**src/rtl/core_pkg.sv**
```systemverilog
// Shared RV32I core definitions: opcodes, writeback select codes, control bundle
// and the register-source usage predicates used by hazard logic.
package core_pkg;

  localparam logic [6:0] OP_R      = 7'b0110011;
  localparam logic [6:0] OP_I      = 7'b0010011;
  localparam logic [6:0] OP_LOAD   = 7'b0000011;
  localparam logic [6:0] OP_STORE  = 7'b0100011;
  localparam logic [6:0] OP_BRANCH = 7'b1100011;
  localparam logic [6:0] OP_JAL    = 7'b1101111;
  localparam logic [6:0] OP_JALR   = 7'b1100111;

  localparam logic [1:0] RD_SEL_ALU = 2'b00;
  localparam logic [1:0] RD_SEL_MEM = 2'b01;
  localparam logic [1:0] RD_SEL_PC4 = 2'b10;

  typedef struct packed {
    logic       register_write_en;
    logic       alu_a;
    logic       alu_b;
    logic       data_write_en;
    logic [3:0] alu_op;
    logic [4:0] branch_op;
    logic [2:0] dm_control;
    logic [1:0] rd_data_sel;
  } ctrl_t;

  function automatic logic uses_rs1(input logic [6:0] opcode);
    case (opcode)
      OP_R, OP_I, OP_LOAD, OP_STORE, OP_BRANCH, OP_JALR: uses_rs1 = 1'b1;
      default:                                           uses_rs1 = 1'b0;
    endcase
  endfunction

  function automatic logic uses_rs2(input logic [6:0] opcode);
    case (opcode)
      OP_R, OP_STORE, OP_BRANCH: uses_rs2 = 1'b1;
      default:                   uses_rs2 = 1'b0;
    endcase
  endfunction

endpackage

```
**src/rtl/id_ex_stage_hazard_detect.sv**
```systemverilog
// Combinational load-use check: the load in EX produces its value too late
// for an ID instruction that reads the same register.
module hazard_detect
  import core_pkg::*;
(
  input  logic       ex_valid,
  input  logic       ex_register_write_en,
  input  logic [1:0] ex_rd_data_sel,
  input  logic [4:0] ex_rd,
  input  logic [6:0] id_opcode,
  input  logic [4:0] id_rs1,
  input  logic [4:0] id_rs2,
  output logic       load_use
);

  logic ex_is_load;
  logic rs1_dep;
  logic rs2_dep;

  // x0 is hardwired to zero, so a load targeting it never creates a dependency.
  assign ex_is_load = ex_valid & ex_register_write_en &
                      (ex_rd_data_sel == RD_SEL_MEM) & (ex_rd != 5'd0);
  assign rs1_dep    = uses_rs1(id_opcode) & (id_rs1 == ex_rd);
  assign rs2_dep    = uses_rs2(id_opcode) & (id_rs2 == ex_rd);
  assign load_use   = ex_is_load & (rs1_dep | rs2_dep);

endmodule

```
**src/rtl/id_ex_stage.sv**
```systemverilog
// ID/EX pipeline register with load-use bubble insertion, branch flush and a
// saturating bubble counter.
module id_ex_stage
  import core_pkg::*;
#(
  parameter int XLEN    = 32,
  parameter int COUNT_W = 16
) (
  input  logic               clk,
  input  logic               rst,
  input  logic [6:0]         id_opcode,
  input  logic               id_register_write_en,
  input  logic               id_alu_a,
  input  logic               id_alu_b,
  input  logic               id_data_write_en,
  input  logic [3:0]         id_alu_op,
  input  logic [4:0]         id_branch_op,
  input  logic [2:0]         id_dm_control,
  input  logic [1:0]         id_rd_data_sel,
  input  logic [XLEN-1:0]    id_pc,
  input  logic [XLEN-1:0]    id_rs1_data,
  input  logic [XLEN-1:0]    id_rs2_data,
  input  logic [XLEN-1:0]    id_imm,
  input  logic [4:0]         id_rs1,
  input  logic [4:0]         id_rs2,
  input  logic [4:0]         id_rd,
  input  logic               hold_in,
  input  logic               branch_taken,
  output logic               ex_valid,
  output logic               ex_register_write_en,
  output logic               ex_alu_a,
  output logic               ex_alu_b,
  output logic               ex_data_write_en,
  output logic [3:0]         ex_alu_op,
  output logic [4:0]         ex_branch_op,
  output logic [2:0]         ex_dm_control,
  output logic [1:0]         ex_rd_data_sel,
  output logic [XLEN-1:0]    ex_pc,
  output logic [XLEN-1:0]    ex_rs1_data,
  output logic [XLEN-1:0]    ex_rs2_data,
  output logic [XLEN-1:0]    ex_imm,
  output logic [4:0]         ex_rs1,
  output logic [4:0]         ex_rs2,
  output logic [4:0]         ex_rd,
  output logic               stall_if_id,
  output logic               flush_if_id,
  output logic [COUNT_W-1:0] bubble_count
);

  ctrl_t               id_ctrl;
  ctrl_t               ctrl_reg;
  logic                valid_reg;
  logic [XLEN-1:0]     pc_reg, rs1_data_reg, rs2_data_reg, imm_reg;
  logic [4:0]          rs1_reg, rs2_reg, rd_reg;
  logic [COUNT_W-1:0]  bubble_count_reg;
  logic                load_use;

  assign id_ctrl = '{register_write_en: id_register_write_en,
                     alu_a:             id_alu_a,
                     alu_b:             id_alu_b,
                     data_write_en:     id_data_write_en,
                     alu_op:            id_alu_op,
                     branch_op:         id_branch_op,
                     dm_control:        id_dm_control,
                     rd_data_sel:       id_rd_data_sel};

  hazard_detect u_hazard_detect (
    .ex_valid             (valid_reg),
    .ex_register_write_en (ctrl_reg.register_write_en),
    .ex_rd_data_sel       (ctrl_reg.rd_data_sel),
    .ex_rd                (rd_reg),
    .id_opcode            (id_opcode),
    .id_rs1               (id_rs1),
    .id_rs2               (id_rs2),
    .load_use             (load_use)
  );

  // A taken branch squashes IF/ID, so a pending load-use stall becomes moot.
  assign stall_if_id = hold_in | (load_use & ~branch_taken);
  assign flush_if_id = branch_taken & ~hold_in;

  always_ff @(posedge clk or posedge rst) begin
    if (rst) begin
      valid_reg        <= 1'b0;
      ctrl_reg         <= '0;
      pc_reg           <= '0;
      rs1_data_reg     <= '0;
      rs2_data_reg     <= '0;
      imm_reg          <= '0;
      rs1_reg          <= '0;
      rs2_reg          <= '0;
      rd_reg           <= '0;
      bubble_count_reg <= '0;
    end else if (!hold_in) begin
      if (branch_taken || load_use) begin
        valid_reg    <= 1'b0;
        ctrl_reg     <= '0;
        pc_reg       <= '0;
        rs1_data_reg <= '0;
        rs2_data_reg <= '0;
        imm_reg      <= '0;
        rs1_reg      <= '0;
        rs2_reg      <= '0;
        rd_reg       <= '0;
        if (bubble_count_reg != '1)
          bubble_count_reg <= bubble_count_reg + COUNT_W'(1);
      end else begin
        valid_reg    <= 1'b1;
        ctrl_reg     <= id_ctrl;
        pc_reg       <= id_pc;
        rs1_data_reg <= id_rs1_data;
        rs2_data_reg <= id_rs2_data;
        imm_reg      <= id_imm;
        rs1_reg      <= id_rs1;
        rs2_reg      <= id_rs2;
        rd_reg       <= id_rd;
      end
    end
  end

  assign ex_valid             = valid_reg;
  assign ex_register_write_en = ctrl_reg.register_write_en;
  assign ex_alu_a             = ctrl_reg.alu_a;
  assign ex_alu_b             = ctrl_reg.alu_b;
  assign ex_data_write_en     = ctrl_reg.data_write_en;
  assign ex_alu_op            = ctrl_reg.alu_op;
  assign ex_branch_op         = ctrl_reg.branch_op;
  assign ex_dm_control        = ctrl_reg.dm_control;
  assign ex_rd_data_sel       = ctrl_reg.rd_data_sel;
  assign ex_pc                = pc_reg;
  assign ex_rs1_data          = rs1_data_reg;
  assign ex_rs2_data          = rs2_data_reg;
  assign ex_imm               = imm_reg;
  assign ex_rs1               = rs1_reg;
  assign ex_rs2               = rs2_reg;
  assign ex_rd                = rd_reg;
  assign bubble_count         = bubble_count_reg;

endmodule

```
**config.mk**
```make
export PLATFORM = sky130hd
export DESIGN_NAME = id_ex_stage
export DESIGN_NICKNAME = d
export VERILOG_FILES = /design/src/rtl/core_pkg.sv /design/src/rtl/id_ex_stage_hazard_detect.sv /design/src/rtl/id_ex_stage.sv
export SDC_FILE = /design/constraint.sdc
export NUM_CORES = 1
export LEC_CHECK = 0
export ABC_AREA = 1
export BUFFER_PORTS_ARGS = -buffer_cell sky130_fd_sc_hd__clkbuf_2
export CAP_MARGIN = 30
export CORE_AREA = 2 2 136 138
export CTS_BUF_LIST = sky130_fd_sc_hd__clkbuf_16
export DETAILED_ROUTE_END_ITERATION = 10
export DIE_AREA = 0 0 138 140
export GPL_ROUTABILITY_DRIVEN = 0
export PLACE_DENSITY = 0.76
export SYNTH_ARGS = -nofsm -noshare
export SYNTH_HDL_FRONTEND = slang
export SYNTH_SLANG_ARGS = --single-unit
export TNS_END_PERCENT = 100
```
**constraint.sdc**
```tcl
create_clock -name clk -period 13.8 [get_ports clk]
set_input_delay 0.69 -clock clk [delete_from_list [all_inputs] [get_ports clk]]
set_output_delay 0.69 -clock clk [all_outputs]
set_load 0.1 [all_outputs]
```
==> run_results.csv, run 1 <==
group,metric,value,unit
status,outcome,"finished, final reports clean",
detailed_routing,drtPass1Iterations,4,
cts,post_cts.repair.setup_buffers,0,
synth,synth_nets,1097,
cts,cts.repair.resized,0,
detailed_routing,drc_violation_count_after_routing,0,
detailed_routing,detailroute.via_count,7654,
power_and_ir_drop,vdd_ir_drop_max,0.0854,mV
grt,first_pass_grt_wire_length,39000,µm
synth,postSynthCellCount,924,
worst_setup_path,crit_type,"input port to primary output",
cts,clock-root-buffer,"sky130_fd_sc_hd__clkbuf_16",
final_layout,finish.net_count,1402,
detailed_routing,wl_met3,1550,µm
timing,grt_setup_unrepaired,"no",
timing,slew_worst_pin,1.02,ns
detailed_routing,antenna_left,0,
final_layout,finish.instance_area,0.0102,mm²
placement,placedInstanceArea,0.00965,mm²
synth,synthesis.area,0.00790,mm²
synth,avgSynthCellArea,8.55,µm²
cts,clkLatencyLatePin,0.42,ns
cts,cts_buf_count,17,
cts,clock_input_transition_at_the_sequential_cells_of_the_worst_setup_and_hold_paths,0.07,ns
cts,tritoncts,"built",
power_and_ir_drop,leakagePower,0.00600,µW
worst_setup_path,critical_path.endpoint_type,"primary output",
timing,tns,0,ns
timing,worst_skew,0.0134,ns
final_layout,antenna_cells_inserted,0,
grt,first_global_vias,7395,
placement,port_buffers,351,
timing,setup_viol,0,
grt,groute.usage.overall,0.250,
worst_setup_path,timing.critical_path.from_type,"input port",
cts,cts-htree-levels,4,
job,max-cap-violations,0,
synth,synth_enable_flop_cells,0,
power_and_ir_drop,power.density,152,mW/mm²
placement,dpl.hpwl,16700,µm
floorplanning,floorplan.die_area,0.0193,mm²
worst_setup_path,worst-path-max-fanout,71,
detailed_routing,detail_route_met2_wl,12100,µm
floorplanning,die_height,140,µm
worst_setup_path,cp_data_required_time,13.11,ns
floorplanning,placeableCoreArea,0.0178,mm²
timing,max-slew-margin-rel,0.318,
synth,yosys_register_bits,178,
cts,ctsLongestPathBuffers,2,
timing,timing.final.hold_violations,0,
worst_setup_path,arrival,2.72,ns
synth,yosys_warnings,0,
synth,synth_async_sr_flop_share,1.00,
synth,seq_area_frac_synth,0.564,
floorplanning,floorplan.initialDensity,0.444,
detailed_routing,dr.first_iter.drc_count,489,
hold_path,hold_path.class,"input port to asynchronous set/reset pin",
timing,fin_crit,3.41,ns
grt,number_of_antenna_violations_at_the_first_check_in_global_routing,0,
synth,synth.largest_area_cell,"sky130_fd_sc_hd__dfrtp_1",
grt,maximum_number_of_pins_on_one_net_before_global_route_repair,97,
floorplanning,floorplan.io_pins,352,
cts,cts_sink_count,178,
timing,slew_viol_final,0,
floorplanning,row_count,49,
timing,timing.fmax,293,MHz
timing,timing.final.crit_share,0.247,
detailed_routing,wirelength_met1,10100,µm
synth,yosys.area.top_type_share,0.564,
final_layout,syn2layout_area_growth,29.2,%
floorplanning,horizontal_extent_of_the_die,138,µm
detailed_routing,wire_per_inst,16.7,µm
detailed_routing,totalWireLength,24500,µm
final_layout,layout-drive-gt1-share,0.317,
detailed_routing,highest_layer,"met4",
synth,synthFlopType,"sky130_fd_sc_hd__dfrtp_1",
synth,cells_taking_the_most_area_after_synthesis,"sky130_fd_sc_hd__dfrtp_1 56%, sky130_fd_sc_hd__nand2_1 19%, sky130_fd_sc_hd__nand4_1 13%",
cts,ctsHoldBuffers,0,
synth,synth.distinct_cells,21,
grt,grt_overflow,0,
detailed_routing,via_cell_ratio,5.21,
-- power by group --
group,internal (µW),total (µW),switching [µW]
clock network,265,470,205
registers,563,594,31.0
logic,72.5,485,413
-- cell usage in the layout, fill, tap and decap left out --
cell,count
sky130_fd_sc_hd__nor3b_1,1
sky130_fd_sc_hd__buf_4,8
sky130_fd_sc_hd__nand2_1,409
sky130_fd_sc_hd__dfrtp_1,178
sky130_fd_sc_hd__nand3_1,27
sky130_fd_sc_hd__o21ai_0,2
sky130_fd_sc_hd__xnor2_1,9
sky130_fd_sc_hd__nand4_1,162
sky130_fd_sc_hd__nand2_4,3
sky130_fd_sc_hd__a21oi_1,1
sky130_fd_sc_hd__clkinv_2,1
sky130_fd_sc_hd__inv_1,27
sky130_fd_sc_hd__ha_1,1
sky130_fd_sc_hd__xor2_1,5
sky130_fd_sc_hd__clkinvlp_4,3
sky130_fd_sc_hd__inv_6,3
sky130_fd_sc_hd__inv_2,1
sky130_fd_sc_hd__a21oi_2,1
sky130_fd_sc_hd__clkbuf_2,350
sky130_fd_sc_hd__bufinv_16,2
sky130_fd_sc_hd__nor2_1,22
sky130_fd_sc_hd__clkinv_4,1
sky130_fd_sc_hd__inv_4,2
sky130_fd_sc_hd__nor3_1,2
sky130_fd_sc_hd__clkinv_1,2
sky130_fd_sc_hd__inv_8,1
sky130_fd_sc_hd__clkbuf_16,17
-- kinds of logic (layout without fill, tap and decap cells) --
family | after synthesis | count (layout) | synth area share
AOI/OAI and AO/OA | 4 | 4 | 0.00301
DFF | 178 | 178 | 0.564
adders and majority gates | 1 | 1 | 0.00158
buffers and inverters | 101 | 418 | 0.0597
xor gates and xnor gates | 14 | 14 | 0.0155
and+or+nand+nor | 626 | 626 | 0.357
-- worst max-delay path, stage by stage --
cell and delay [ns]:
sky130_fd_sc_hd__buf_4 0.56, sky130_fd_sc_hd__inv_4 0.48, sky130_fd_sc_hd__o21ai_0 0.37, sky130_fd_sc_hd__clkbuf_2 0.55
-- per-stage QoR --
stage	util	power, µW	setup slack [ns]	cells	hold slack [ns]
final	0.574	1550	10.39	1470	0.311
after global routing	0.574	1610	10.16	1470	0.355
after CTS	0.574	1560	10.39	1470	0.323
after detailed placement	0.543	1090	10.25	1439	0.464
after global placement	0.543	1090	10.29	1439	0.461
after floorplan	-	988	8.28	924	0.838
-- synthesized netlist by cell type (5+ instances only) --
master	number
sky130_fd_sc_hd__buf_6	10
sky130_fd_sc_hd__inv_1	26
sky130_fd_sc_hd__buf_2	8
sky130_fd_sc_hd__nor2_1	22
sky130_fd_sc_hd__nand2_1	409
sky130_fd_sc_hd__dfrtp_1	178
sky130_fd_sc_hd__nand4_1	162
sky130_fd_sc_hd__nand3_1	27
sky130_fd_sc_hd__buf_1	15
sky130_fd_sc_hd__xnor2_1	9
sky130_fd_sc_hd__clkbuf_1	37
sky130_fd_sc_hd__xor2_1	5
-- area by class of cell --
cell class	count	area [µm²]
Clock buffer	17	425
Clock inverter	14	140
Fill cell	1614	7570
Inverter	29	119
Multi-Input combinational cell	645	2980
Sequential cell	178	4450
Tap cell	229	287
Timing Repair Buffer	358	1810
-- layer usage --
layer,global-route usage,vias up
li1,-,3686
met1,0.330,3600
met2,0.408,322
met3,0.0540,46
met4,0.0956,0
met5,0,-
-- path summary, 6_finish.rpt --
check | cells past startpoint | endpoint | start | slack (ns)
setup / recovery | 4 | stall_if_id | hold_in | 10.39
hold / removal | 2 | ex_rs1_data[3]$_DFFE_PP0N_ | rst | 0.31
setup reg to reg | 15 | bubble_count[15]$_DFFE_PP0P_ | ex_rd[2]$_DFFE_PP0N_ | 10.53
hold reg to reg | 2 | ex_rs1[2]$_DFFE_PP0N_ | ex_rs1[2]$_DFFE_PP0N_ | 0.48
max in group asynchronous | 3 | bubble_count[8]$_DFFE_PP0P_ | rst | 12.27
min in group clk | 2 | ex_rs1[2]$_DFFE_PP0N_ | ex_rs1[2]$_DFFE_PP0N_ | 0.48
(Power assumes the default switching activity.)
==> run 2: changes to the inputs <==
--- a/config.mk
+++ b/config.mk
@@ -8,12 +8,12 @@
 export ABC_AREA = 1
 export BUFFER_PORTS_ARGS = -buffer_cell sky130_fd_sc_hd__clkbuf_2
 export CAP_MARGIN = 30
-export CORE_AREA = 2 2 136 138
+export CORE_MARGIN = 2
+export CORE_UTILIZATION = 43
 export CTS_BUF_LIST = sky130_fd_sc_hd__clkbuf_16
 export DETAILED_ROUTE_END_ITERATION = 10
-export DIE_AREA = 0 0 138 140
 export GPL_ROUTABILITY_DRIVEN = 0
-export PLACE_DENSITY = 0.76
+export PLACE_DENSITY = 0.77
 export SYNTH_ARGS = -nofsm -noshare
 export SYNTH_HDL_FRONTEND = slang
 export SYNTH_SLANG_ARGS = --single-unit
==> constraint.sdc (replaced) <==
create_clock -name clk -period 2.8 [get_ports clk]
set_input_delay 0.14 -clock clk [delete_from_list [all_inputs] [get_ports clk]]
set_output_delay 0.14 -clock clk [all_outputs]
set_load 0.1 [all_outputs]
==> run_results.csv, run 2 (synthesized netlist as in run 1, its figures left out) <==
group,metric,value,unit
placement,post-place-cells,1447,
worst_setup_path,regToRegEndpoint,"ex_pc[1]$_DFFE_PP0N_",
detailed_routing,drtPass1Iterations,7,
worst_setup_path,arrival,2.21,ns
cts,post_cts.repair.setup_buffers,0,
floorplanning,die_height,140,µm
timing,slew_viol_final,0,
final_layout,multiInputGateArea,0.00298,mm²
cts,clkLatencyLatePin,0.43,ns
cts,cts-htree-levels,4,
floorplanning,floorplan.io_pins,352,
worst_setup_path,cp_data_required_time,2.66,ns
timing,timing.final.crit_share,0.838,
job,max-cap-violations,0,
hold_path,hold_path.class,"input port to flip-flop",
power_and_ir_drop,report.power.total,7870,µW
timing,fin_hold_ws,0.00811,ns
timing,setup_viol,0,
timing,max-slew-margin-rel,0.495,
worst_setup_path,worst_setup_path_endpoint,"stall_if_id",
timing,fin_crit,2.35,ns
grt,maximum_number_of_pins_on_one_net_before_global_route_repair,133,
worst_setup_path,worst_r2r_path_depth,8,
status,outcome,"finished, final reports clean",
worst_setup_path,crit_start,"ex_rd[2]$_DFFE_PP0N_",
final_layout,seqCellArea,0.00445,mm²
worst_setup_path,timing.critical_path.from_type,"flip-flop",
worst_setup_path,worst-path-max-fanout,33,
cts,tritoncts,"built",
detailed_routing,totalWireLength,28200,µm
worst_setup_path,critical_path.endpoint_type,"primary output",
detailed_routing,via_cell_ratio,5.31,
worst_setup_path,r2r_slack,0.76,ns
final_layout,syn2layout_area_growth,51.2,%
power_and_ir_drop,vdd_ir_drop_max,0.415,mV
power_and_ir_drop,leakagePower,0.00674,µW
timing,timing.fmax,426,MHz
placement,port_buffers,351,
detailed_routing,antenna_left,0,
timing,worst_skew,0.00773,ns
grt,groute.usage.overall,0.285,
grt,grt_overflow,0,
worst_setup_path,r2r-start,"ex_rd[3]$_DFFE_PP0N_",
final_layout,final_core_util,0.663,
timing,tns,0,ns
cts,cts_buf_count,17,
timing,timing.final.hold_violations,0,
detailed_routing,detailroute.via_count,8685,
final_layout,layout-drive-gt1-share,0.289,
grt,first_pass_grt_wire_length,45100,µm
floorplanning,row_count,49,
detailed_routing,drc_violation_count_after_routing,0,
final_layout,finish.net_count,1566,
floorplanning,placeableCoreArea,0.0180,mm²
grt,first_global_vias,8811,
timing,slew_worst_pin,0.757,ns
final_layout,layout.filler_cells,1333,
cts,ctsLongestPathBuffers,2,
floorplanning,horizontal_extent_of_the_die,140,µm
floorplanning,floorplan.die_area,0.0195,mm²
final_layout,layout_common_cells,"409 x sky130_fd_sc_hd__nand2_1, 349 x sky130_fd_sc_hd__clkbuf_2, 178 x sky130_fd_sc_hd__dfrtp_1",
floorplanning,floorplan.initialDensity,0.438,
placement,dpl.hpwl,16100,µm
detailed_routing,wire_per_inst,17.2,µm
final_layout,stdcell_count,1636,
grt,number_of_antenna_violations_at_the_first_check_in_global_routing,1,
cts,ctsHoldBuffers,156,
timing,grt_setup_unrepaired,"no",
worst_setup_path,crit_type,"flip-flop to primary output",
cts,cts_sink_count,178,
cts,cts.repair.resized,0,
cts,clock-root-buffer,"sky130_fd_sc_hd__clkbuf_16",
power_and_ir_drop,power.density,659,mW/mm²
detailed_routing,dr.first_iter.drc_count,505,
final_layout,most_common_cell_after_layout_fill_and_taps_aside,"sky130_fd_sc_hd__nand2_1",
cts,clock_input_transition_at_the_sequential_cells_of_the_worst_setup_and_hold_paths,0.07,ns
run 2: cell count changes in the layout (fill, tap and decap cells not counted), moves of 2 or more:
cell / previous run / this run
sky130_fd_sc_hd__inv_1: 27 / 25
sky130_fd_sc_hd__bufinv_16: 2 / 0
sky130_fd_sc_hd__dlygate4sd3_1: 0 / 156
sky130_fd_sc_hd__inv_8: 1 / 5
sky130_fd_sc_hd__clkinv_1: 2 / 0
sky130_fd_sc_hd__clkinv_4: 1 / 3
sky130_fd_sc_hd__buf_12: 0 / 8
run 2: metal layers:
metal	vias to the layer above	routed length, µm	GRT usage	part of all wire
li1	4019	-	-	-
met1	4101	10700	0.342	0.38
met2	454	13900	0.479	0.50
met3	111	2080	0.0640	0.074
met4	0	1430	0.153	0.051
met5	-	0	0	0
run 2: area by class of cell:
cell class / count / area share
antenna: 1 / 0.000209
clock buffer: 17 / 0.0356
clock inverter: 15 / 0.0119
inverter: 29 / 0.00985
multi-input combinational: 645 / 0.250
sequential: 178 / 0.373
tap: 229 / 0.0240
timing repair buffer: 522 / 0.296
run 2: worst min path at each step:
stage	from	to	cells past startpoint
floorplan	id_imm[10]	ex_imm[10]$_DFFE_PP0N_	2
global placement	rst	bubble_count[2]$_DFFE_PP0P_	2
detailed placement	rst	bubble_count[3]$_DFFE_PP0P_	2
CTS	id_rs2[0]	ex_rs2[0]$_DFFE_PP0N_	3
global route	id_rs2[2]	ex_rs2[2]$_DFFE_PP0N_	3
finish	id_rs1[0]	ex_rs1[0]$_DFFE_PP0N_	3
run 2: power breakdown:
group | leakage, µW | switching (µW) | internal [µW]
Combinational | 0.00413 | 2100 | 517
Clock | 0.000281 | 1140 | 1180
Sequential | 0.00233 | 155 | 2770
Total | 0.00674 | 3390 | 4480
run 2: metrics by stage:
step	setup slack (ns)	cell area, µm²
floorplan	0.0461	7910
global placement	0.780	9810
detailed placement	0.781	9810
CTS	0.433	11900
global route	0.288	11900
finish	0.453	11900
run 2: worst max-delay path, cell delays in order (launching register included):
cell and delay [ns]:
sky130_fd_sc_hd__dfrtp_1 0.46, sky130_fd_sc_hd__inv_1 0.10, sky130_fd_sc_hd__nand2_1 0.07, sky130_fd_sc_hd__nand2_1 0.05, sky130_fd_sc_hd__inv_1 0.04, sky130_fd_sc_hd__nand2_1 0.04
sky130_fd_sc_hd__nor2_1 0.10, sky130_fd_sc_hd__nand2_1 0.06, sky130_fd_sc_hd__nand2_1 0.09, sky130_fd_sc_hd__nand2_4 0.28, sky130_fd_sc_hd__o21ai_2 0.28, sky130_fd_sc_hd__buf_12 0.20
==> run 3: changes to the inputs <==
--- a/config.mk
+++ b/config.mk
@@ -5,15 +5,15 @@
 export SDC_FILE = /design/constraint.sdc
 export NUM_CORES = 1
 export LEC_CHECK = 0
-export ABC_AREA = 1
+export ABC_AREA = 0
 export BUFFER_PORTS_ARGS = -buffer_cell sky130_fd_sc_hd__clkbuf_2
 export CAP_MARGIN = 30
-export CORE_MARGIN = 2
-export CORE_UTILIZATION = 43
+export CORE_AREA = 2 2 136 138
 export CTS_BUF_LIST = sky130_fd_sc_hd__clkbuf_16
 export DETAILED_ROUTE_END_ITERATION = 10
+export DIE_AREA = 0 0 138 140
 export GPL_ROUTABILITY_DRIVEN = 0
-export PLACE_DENSITY = 0.77
+export PLACE_DENSITY = 0.71
 export SYNTH_ARGS = -nofsm -noshare
 export SYNTH_HDL_FRONTEND = slang
 export SYNTH_SLANG_ARGS = --single-unit
==> constraint.sdc (replaced) <==
create_clock -name clk -period 2 [get_ports clk]
set_input_delay 0.1 -clock clk [delete_from_list [all_inputs] [get_ports clk]]
set_output_delay 0.1 -clock clk [all_outputs]
set_load 0.1 [all_outputs]
==> run_results.csv, run 3 <==
group,metric,value,unit
synth,synthFlopType,"sky130_fd_sc_hd__dfrtp_1",
grt,first_global_vias,6756,
cts,tritoncts,"built",
final_layout,finish.instance_area,0.0117,mm²
power_and_ir_drop,leakagePower,0.00604,µW
worst_setup_path,critical-path-top-delay-family,"buffers and inverters",
timing,worst_skew,0.0111,ns
detailed_routing,drc_violation_count_after_routing,0,
detailed_routing,detailroute.via_count,6314,
synth,yosys_warnings,0,
synth,seq_area_frac_synth,0.677,
power_and_ir_drop,switching_share,0.418,
synth,cells_taking_the_most_area_after_synthesis,"sky130_fd_sc_hd__dfrtp_1 68%, sky130_fd_sc_hd__a22o_1 21%, sky130_fd_sc_hd__xnor2_1 1.9%",
power_and_ir_drop,share_comb_of_total_power,0.355,
timing,fin_crit,2.40,ns
synth,yosys.area.top_type_share,0.677,
grt,first_pass_grt_wire_length,36400,µm
worst_setup_path,cp_data_required_time,2.31,ns
power_and_ir_drop,vdd_ir_drop_max,0.576,mV
timing,timing.final.crit_share,1.20,
worst_setup_path,r2r_slack,-0.40,ns
synth,synthesis.area,0.00658,mm²
final_layout,layout-drive-gt1-share,0.472,
final_layout,layout.filler_cells,1263,
final_layout,layout_common_cells,"349 x sky130_fd_sc_hd__clkbuf_2, 162 x sky130_fd_sc_hd__dfrtp_1, 162 x sky130_fd_sc_hd__dlygate4sd3_1",
synth,synth.largest_area_cell,"sky130_fd_sc_hd__dfrtp_1",
status,violations,"setup timing",
worst_setup_path,max_stage_delay,0.42,ns
worst_setup_path,crit_type,"flip-flop to flip-flop",
floorplanning,row_count,49,
timing,timing.final.hold_violations,0,
synth,synth.distinct_cells,29,
detailed_routing,via_cell_ratio,5.06,
grt,maximum_number_of_pins_on_one_net_before_global_route_repair,96,
power_and_ir_drop,switching_power,4680,µW
power_and_ir_drop,sequential_cell_fraction_of_total_power,0.368,
power_and_ir_drop,clkPwrFrac,0.277,
timing,grt_setup_unrepaired,"yes",
placement,dpl.hpwl,13600,µm
synth,postSynthCellCount,450,
synth,synth_top_cells_by_count,"178 x sky130_fd_sc_hd__dfrtp_1, 161 x sky130_fd_sc_hd__a22o_1, 19 x sky130_fd_sc_hd__clkbuf_1",
synth,synth_nets,623,
worst_setup_path,worst_r2r_path_depth,10,
final_layout,most_common_cell_after_layout_fill_and_taps_aside,"sky130_fd_sc_hd__clkbuf_2",
power_and_ir_drop,power.internal,6510,µW
grt,groute.usage.overall,0.238,
worst_setup_path,crit_path_top_delay_cell,"sky130_fd_sc_hd__dfrtp_2",
timing,timing.fmax,416,MHz
status,outcome,"complete, but fails checks",
hold_path,timing.hold.worst.start,"hold_in",
floorplanning,horizontal_extent_of_the_die,138,µm
timing,slew_worst_pin,0.728,ns
synth,synth_enable_flop_cells,0,
floorplanning,die_height,140,µm
timing,max-slew-margin-rel,0.515,
timing,slew_viol_final,0,
detailed_routing,drtPass1Iterations,4,
timing,final_critical_path_setup_slack,-0.403,ns
cts,ctsLongestPathBuffers,2,
timing,setup_viol,179,
worst_setup_path,worst-path-max-fanout,8,
power_and_ir_drop,power.density,960,mW/mm²
hold_path,holdPathEnd,"ex_rs1[2]$_DFFE_PP0N_",
final_layout,finish.net_count,1177,
cts,clock_input_transition_at_the_sequential_cells_of_the_worst_setup_and_hold_paths,0.07,ns
detailed_routing,dr.first_iter.drc_count,326,
cts,cts-htree-levels,4,
placement,port_buffers,351,
floorplanning,floorplan.initialDensity,0.370,
grt,grt_overflow,0,
synth,avgSynthCellArea,14.6,µm²
synth,yosys_register_bits,178,
detailed_routing,totalWireLength,24100,µm
cts,cts_buf_count,17,
grt,number_of_antenna_violations_at_the_first_check_in_global_routing,1,
floorplanning,floorplan.die_area,0.0193,mm²
floorplanning,placeableCoreArea,0.0178,mm²
timing,fin_hold_ws,0.315,ns
detailed_routing,antenna_left,0,
cts,clkLatencyLatePin,0.42,ns
floorplanning,floorplan.io_pins,352,
synth,synthMostInstantiatedCell,"sky130_fd_sc_hd__dfrtp_1",
worst_setup_path,arrival,2.71,ns
synth,synth_async_sr_flop_share,1.00,
placement,placedInstanceArea,0.00891,mm²
cts,cts_sink_count,178,
final_layout,syn2layout_area_growth,77.1,%
hold_path,hold_path.class,"input port to flip-flop",
worst_setup_path,cp_num_buf_inv,5,
worst_setup_path,critical_path.endpoint_type,"flip-flop",
cts,clock-root-buffer,"sky130_fd_sc_hd__clkbuf_16",
detailed_routing,wire_per_inst,19.3,µm
worst_setup_path,regToRegEndpoint,"bubble_count[1]$_DFFE_PP0P_",
worst_setup_path,timing.critical_path.from_type,"flip-flop",
worst_setup_path,r2r-start,"ex_rd[3]$_DFFE_PP0N_",
hold_path,min_delay_path_depth,3,
worst_setup_path,critical_path_cell_by_cell,"buf_6 > buf_6 > xor2_4 > nor4_4 > buf_4 > a221oi_1 > a211oi_4 > buf_4 > buf_12 > mux2_4",
job,max-cap-violations,0,
## run 3: repair_timing
action,in CTS,in global routing
gates cloned,9,4
setup endpoints to repair,179,179
endpoints found under the hold margin,339,0
pin swaps,11,19
hold buffers,162,0
buffers inserted,14,4
gates resized for setup,32,16
## run 3: area by class of cell
class                   count  area [µm²]  share of cell area
flip-flops and latches    178        4470               0.384
repair buffers            572        4240               0.364
multi-input cells         233        2100               0.181
clock buffers              17         425              0.0365
well taps                 229         287              0.0246
clock inverters            15         109             0.00934
inverters                   2        11.3            0.000966
diodes                      1        2.50            0.000215
## run 3: metrics by stage
step	instances	setup slack [ns]	util	TNS (ns)	power (µW)
finish	1247	-0.403	0.655	-39.81	11200
global route	1247	-0.481	0.655	-53.15	11600
detailed placement	1028	-0.149	0.501	-17.40	7700
global placement	1028	-0.128	0.501	-13.11	7670
CTS	1244	-0.278	0.648	-35.98	11100
floorplan	450	-0.574	-	-136.62	6920
## run 3: worst min-delay path: cells and delay by family
family / cells / cell delay [ns]
AO/OA/AOI/OAI: 1 / 0.24
buffers and inverters: 2 / 0.35
## run 3: logic make-up (layout without fill, tap and decap cells)
logic type / Yosys count / after routing / synth area share
AOI/OAI and AO/OA: 169 / 169 / 0.226
xor gates and xnor gates: 25 / 25 / 0.0333
adders and majority gates: 1 / 1 / 0.00190
buffers and inverters: 39 / 606 / 0.0260
DFF: 178 / 178 / 0.677
muxes: 1 / 1 / 0.00171
other: 0 / 1 / 0
and+or+nand+nor: 37 / 37 / 0.0340
## run 3: power groups by stage
stage / clock network, µW / logic, µW / registers, µW
2_1_floorplan: 0 / 547 / 6370
3_3_place_gp: 0 / 3510 / 4160
3_5_place_dp: 0 / 3530 / 4160
4_1_cts: 3140 / 3910 / 4100
5_1_grt: 3310 / 4100 / 4150
6_report: 3100 / 3970 / 4120
## run 3: metal layers
metal,part of all wire,track usage,wire (µm),vias up
met3,0.060,0.0568,1450,64
met5,0,0,0,-
li1,-,-,-,2841
met1,0.39,0.291,9410,3103
met2,0.51,0.404,12400,306
met4,0.035,0.103,841,0
## run 3: how the worst max path moves through the flow
stage | from | endpoint | slack [ns] | depth (start not counted)
floorplan | rst | bubble_count[0]$_DFFE_PP0P_ | -0.57 | 1
global placement | ex_rd[2]$_DFFE_PP0N_ | bubble_count[1]$_DFFE_PP0P_ | -0.13 | 6
detailed placement | ex_rd[3]$_DFFE_PP0N_ | ex_imm[19]$_DFFE_PP0N_ | -0.15 | 8
CTS | ex_rd[3]$_DFFE_PP0N_ | stall_if_id | -0.28 | 7
global route | ex_rd[3]$_DFFE_PP0N_ | bubble_count[10]$_DFFE_PP0P_ | -0.48 | 11
finish | ex_rd[3]$_DFFE_PP0N_ | bubble_count[1]$_DFFE_PP0P_ | -0.40 | 10
